--- src/rtl/hsem_ine_mc.sv ---
// HSEM interrupt/error controller: per-core sticky error, overflow flag, interrupt
// register and enable mask, with a level or re-triggerable pulse interrupt line per core.

module hsem_ine_mc_lane #(
   parameter int            DW            = 32,
   parameter int            SW            = 32,
   parameter logic [DW-1:0] ERR_INTR_CODE = 'h1,
   parameter bit            PULSE         = 1'b0,
   parameter int            RETRIG        = 0,
   parameter int            CW            = 16
) (
   input  logic          hclk,
   input  logic          hresetn,
   input  logic          wr_en,
   input  logic [DW-1:0] hwdata,
   input  logic          int_sel,
   input  logic          int_clr,
   input  logic          err_sel,
   input  logic          err_clr,
   input  logic          msk_sel,
   input  logic [SW-1:0] semerr,
   output logic [DW-1:0] rdata,
   output logic          intr,
   output logic          err_ovf
);
   typedef enum logic [1:0] {IDLE, FIRE, WAIT} st_e;

   localparam logic [CW-1:0] RLOAD = (RETRIG == 0) ? '0 : CW'(RETRIG - 1);

   logic [SW-1:0] err_q, err_d;
   logic [DW-1:0] intr_q, intr_d;
   logic          ovf_q, ovf_d, mask_q, mask_d;
   st_e           st_q, st_d;
   logic [CW-1:0] cnt_q, cnt_d;
   logic          err_hit, pend;

   assign err_hit = (semerr != '0);
   assign pend    = mask_q & (intr_q != '0);

   always_comb begin
      err_d  = err_q;
      ovf_d  = ovf_q;
      intr_d = intr_q;
      mask_d = mask_q;
      if (err_clr) begin
         err_d = '0;
         ovf_d = 1'b0;
      end else if (err_hit) begin
         err_d = semerr;
         if (err_q != '0) ovf_d = 1'b1;
      end
      if (err_hit)                intr_d = ERR_INTR_CODE;
      else if (int_sel && wr_en)  intr_d = hwdata;
      else if (int_clr)           intr_d = '0;
      if (msk_sel && wr_en) mask_d = hwdata[0];
   end

   // FIRE always lasts one full cycle, even if pend drops underneath it
   always_comb begin
      st_d  = st_q;
      cnt_d = cnt_q;
      case (st_q)
         IDLE: if (pend) st_d = FIRE;
         FIRE: begin
            st_d  = WAIT;
            cnt_d = RLOAD;
         end
         WAIT: begin
            if (!pend)                st_d = IDLE;
            else if (RETRIG != 0) begin
               if (cnt_q == '0)       st_d = FIRE;
               else                   cnt_d = cnt_q - 1'b1;
            end
         end
         default: st_d = IDLE;
      endcase
   end

   always_ff @(posedge hclk) begin
      if (!hresetn) begin
         err_q  <= '0;
         ovf_q  <= 1'b0;
         intr_q <= '0;
         mask_q <= 1'b1;
         st_q   <= IDLE;
         cnt_q  <= '0;
      end else begin
         err_q  <= err_d;
         ovf_q  <= ovf_d;
         intr_q <= intr_d;
         mask_q <= mask_d;
         st_q   <= st_d;
         cnt_q  <= cnt_d;
      end
   end

   generate
      if (PULSE) begin : g_pulse
         assign intr = (st_q == FIRE);
      end else begin : g_level
         assign intr = pend;
      end
   endgenerate

   assign err_ovf = ovf_q;

   always_comb begin
      rdata = '0;
      if (int_sel) rdata = rdata | intr_q;
      if (err_sel) begin
         rdata[SW-1:0] = rdata[SW-1:0] | err_q;
         rdata[DW-1]   = rdata[DW-1] | ovf_q;
      end
      if (msk_sel) rdata[0] = rdata[0] | mask_q;
   end
endmodule

module hsem_ine_mc #(
   parameter int                   NUM_CORES     = 2,
   parameter int                   DW            = 32,
   parameter int                   SW            = 32,
   parameter logic [DW-1:0]        ERR_INTR_CODE = 'h1,
   parameter logic [NUM_CORES-1:0] INTR_MODE     = '0,
   parameter int                   RETRIG        = 0,
   parameter int                   CW            = 16
) (
   input  logic                    hclk,
   input  logic                    hresetn,
   input  logic                    wr_en,
   input  logic [DW-1:0]           hwdata,
   input  logic [NUM_CORES-1:0]    int_sel,
   input  logic [NUM_CORES-1:0]    int_clr,
   input  logic [NUM_CORES-1:0]    err_sel,
   input  logic [NUM_CORES-1:0]    err_clr,
   input  logic [NUM_CORES-1:0]    msk_sel,
   input  logic [NUM_CORES*SW-1:0] semerr,
   output logic [DW-1:0]           rdata,
   output logic [NUM_CORES-1:0]    intr,
   output logic [NUM_CORES-1:0]    err_ovf
);
   logic [NUM_CORES-1:0][DW-1:0] lane_rdata;

   for (genvar i = 0; i < NUM_CORES; i++) begin : g_lane
      hsem_ine_mc_lane #(
         .DW(DW), .SW(SW), .ERR_INTR_CODE(ERR_INTR_CODE),
         .PULSE(INTR_MODE[i]), .RETRIG(RETRIG), .CW(CW)
      ) u_lane (
         .hclk(hclk), .hresetn(hresetn), .wr_en(wr_en), .hwdata(hwdata),
         .int_sel(int_sel[i]), .int_clr(int_clr[i]), .err_sel(err_sel[i]),
         .err_clr(err_clr[i]), .msk_sel(msk_sel[i]), .semerr(semerr[i*SW +: SW]),
         .rdata(lane_rdata[i]), .intr(intr[i]), .err_ovf(err_ovf[i])
      );
   end

   // selects are one-hot by contract; overlapping selects simply OR
   always_comb begin
      rdata = '0;
      for (int i = 0; i < NUM_CORES; i++) rdata = rdata | lane_rdata[i];
   end
endmodule

--- config.mk ---
export PLATFORM = sky130hd
export DESIGN_NAME = hsem_ine_mc
export DESIGN_NICKNAME = d
export VERILOG_FILES = /design/src/rtl/hsem_ine_mc.sv
export SDC_FILE = /design/constraint.sdc
export NUM_CORES = 1
export LEC_CHECK = 0
export ABC_AREA = 1
export BUFFER_PORTS_ARGS = -buffer_cell sky130_fd_sc_hd__buf_2
export CAP_MARGIN = 25
export CORE_ASPECT_RATIO = 0.8
export CORE_MARGIN = 2
export CORE_UTILIZATION = 55
export CTS_CLUSTER_SIZE = 40
export DETAILED_ROUTE_END_ITERATION = 8
export GPL_ROUTABILITY_DRIVEN = 0
export GPL_TIMING_DRIVEN = 0
export PLACE_DENSITY_LB_ADDON = 0.08
export SLEW_MARGIN = 5
export SYNTH_ARGS = -nofsm -noshare
export SYNTH_HDL_FRONTEND = slang
export SYNTH_HIERARCHICAL = 1
export SYNTH_SLANG_ARGS = --single-unit
export TNS_END_PERCENT = 20
--- constraint.sdc ---
create_clock -name hclk -period 1.3 [get_ports hclk]
set_input_delay 0.065 -clock hclk [delete_from_list [all_inputs] [get_ports hclk]]
set_output_delay 0.065 -clock hclk [all_outputs]
set_load 0.005 [all_outputs]
==> out/metrics.cfg <==
[placement]
dp_hpwl_um = 15750
pre_cts_ws_ps = -235.8
io_buffers = 141

[synth]
synth_top_area_share_pct = 37.75
synthArstFlopShare_pct = 0
ys_seq_area_share_pct = 37.75
syn-mean-instance-area_um2 = 6.616
synth_nets = 1167
yosysWarnings = 6
synth_area_leader_cell = dfxtp_1
ys_seq_elements = 132
synth_cell_type_count = 19
synth.area.top_cells = dfxtp_1, inv_1, nand2_1
yosys_most_used_dff = dfxtp_1
postSynthCellCount = 1058
synth_edf_count = 0
syn-cell-area_mm2 = 0.006999
netlist_top_cells_count = inv_1, nand2_1, nand3_1
synth_most_common_cell = inv_1

[worst_setup_path]
crit_fanout = 2
path_class = register to output pin
crit_top_cell = nor2_1
slowest_delay_ps = 340
cp_data_arrival_time_ps = 1540
critPathSlowestCell = dfxtp_2
cp_data_required_time_ps = 1240
reg2regPathDepth = 8
critPathLaunchType = register
timing.rr.start = g_lane[0].u_lane/err_q[1]
cp_cell_sequence = nor4_2, nand3_2, nor2_1, nor2_1, buf_2
timing.rr.end = g_lane[0].u_lane/err_ovf
r2r_slack_ps = 80
end_kind = output pin

[cts]
cts_sinks = 132
clk_path_buf_depth = 2
cts_root_buf = clkbuf_16
cts_made_buffers = 17
cts_tree = built
cts.htree.levels = 4
clock_latency_ps = 410
path_clk_slew_ps = 50

[power_and_ir_drop]
vdd.ir_drop.worst_mv = 1.151
power_leakage_uw = 0.004304
power.total_uw = 10060
pwr_density_cell_mw_per_mm2 = 1023

[drt]
viasPerCell = 5.291
initialDrtViolationCount = 771
drtPass1Iterations = 7
final_antenna_net_count = 0
routed-via-count = 7952
totalWireLength_um = 22830
drc_errors = 0
routedWlPerCell_um = 15.19

[global_route]
grt_overflow_total = 0
grt_pass1_vias = 7445
antenna_found_initial = 0
grt_max_degree = 17
track_usage_pct = 32.37
grt_pass1_wl_um = 34240

[flow_run]
maxCapViolCount = 0

[layout]
antenna_cells = 0
area.growth.synth_to_final_pct = 40.45
seqCellArea_mm2 = 0.002734
fill_cells = 914
drive_gt1_share_pct = 29.05
nets = 1429
multi_input_area_mm2 = 0.003388

[hold_path]
worst_hold_path_type = input pin to register
holdPathStages = 3
min_to = g_lane[0].u_lane/intr_q[0]
worstHoldStart = hresetn

[sta]
hold_viol_final = 0
final.period_utilization_pct = 123.5
fin_skew_ps = 8.893
slew_viol_final = 0
setup_viol = 9
slew_headroom_pct = 60.63
fin_ws_ps = -305.5
clock.fmax_mhz = 622.9
fin_crit_ps = 1606
rsz0062_at_grt = true
worstMarginPinSlew_ps = 590.5

[die]
ios = 145
coreArea_mm2 = 0.01230
num_rows = 36
start_util_pct = 56.92
dieHeight_um = 104.9
die_area_mm2 = 0.01365
chipWidth_um = 130.1

[run_status]
violations = negative setup slack
status = finished, violations left

[how the worst max path moves through the flow]
stage	from	endpoint	slack, ps	cells past startpoint
final	g_lane[0].u_lane/intr_q[26]	intr[0]	-310	5
after global routing	g_lane[1].u_lane/intr_q[19]	intr[1]	-340	7
after CTS	g_lane[1].u_lane/intr_q[30]	intr[1]	-300	5
after detailed placement	semerr[0]	g_lane[0].u_lane/intr_q[23]	-240	9
after global placement	semerr[0]	g_lane[0].u_lane/intr_q[3]	-220	9
after floorplan	semerr[18]	g_lane[0].u_lane/intr_q[29]	290	8
[sequential cells by signal (all words and copies together), names as in the netlist]
signal,flops
g_lane.u_lane/err_ovf,2
g_lane.u_lane/intr_q,64
g_lane.u_lane/mask_q,2
g_lane.u_lane/err_q,64
[area by class of cell]
class,instances,share of cell area [%]
clock inverters,12,1.171
multi-input cells,630,34.47
repair buffers,243,17.60
flip-flops and latches,132,27.81
inverters,238,9.087
clock buffers,19,4.404
well taps,171,2.176
plain buffers,58,3.284
[metrics by stage]
stage | hold WS (ps) | TNS (ps) | util (%) | cells | cell area, um^2
after global placement | 318.1 | -23340 | 64.40 | 1370 | 7919
final | 23.35 | -705.6 | 79.95 | 1503 | 9831
after CTS | 15.75 | -728.9 | 78.08 | 1502 | 9602
after floorplan | 199.0 | 0 | - | 1058 | 6999
after detailed placement | 321.4 | -23790 | 64.40 | 1370 | 7919
after global routing | 22.65 | -1581 | 79.95 | 1503 | 9831
[cell usage in the layout (no fill, tap or decap), types with 9 or more instances in the layout]
cell / count
nand3_1: 132
dfxtp_2: 70
dfxtp_1: 61
clkbuf_2: 11
nor2_1: 76
o21ai_1: 19
nand2_1: 190
dlygate4sd3_1: 98
nand4_1: 10
clkbuf_1: 28
buf_2: 141
buf_6: 15
o22ai_2: 16
o21ai_2: 9
o22ai_1: 12
a21oi_1: 66
inv_1: 233
clkbuf_16: 17
a21oi_2: 64
[cells by family after synthesis]
logic type | Yosys count | synth area share [%]
AO/OA/AOI/OAI | 196 | 18.16
buffers and inverters | 296 | 17.16
AND/OR/NAND/NOR | 434 | 26.92
flip-flops | 132 | 37.75
[what timing repair did]
action | 4_1_cts | 5_1_grt
resized for setup | 61 | 111
pin swaps | 20 | 30
setup endpoints to repair | 33 | 37
setup buffers | 3 | 1
hold buffers | 98 | 0
hold endpoints to repair | 128 | 0
[power breakdown]
part / internal [uW] / leakage [uW] / total, uW / switching [uW]
logic: 572 / 0.00293 / 1330 / 757
registers: 4150 / 0.00111 / 4200 / 55.4
clock network: 2780 / 0.000272 / 4530 / 1750
[critical path: cells and delay by family (launching register included)]
| kind | cells | cell delay (ps) |
|---|---|---|
| buffers and inverters | 1 | 120 |
| DFF | 1 | 340 |
| and+or+nand+nor | 4 | 680 |
[layer usage]
layer	wire, um	vias up	global-route usage (%)
li1	-	3840	-
met2	10780	386	53.81
met3	2071	40	6.144
met4	374	0	8.986
met1	9602	3686	42.81
met5	0	-	0
Note: power is estimated with default switching activity, not from simulation.
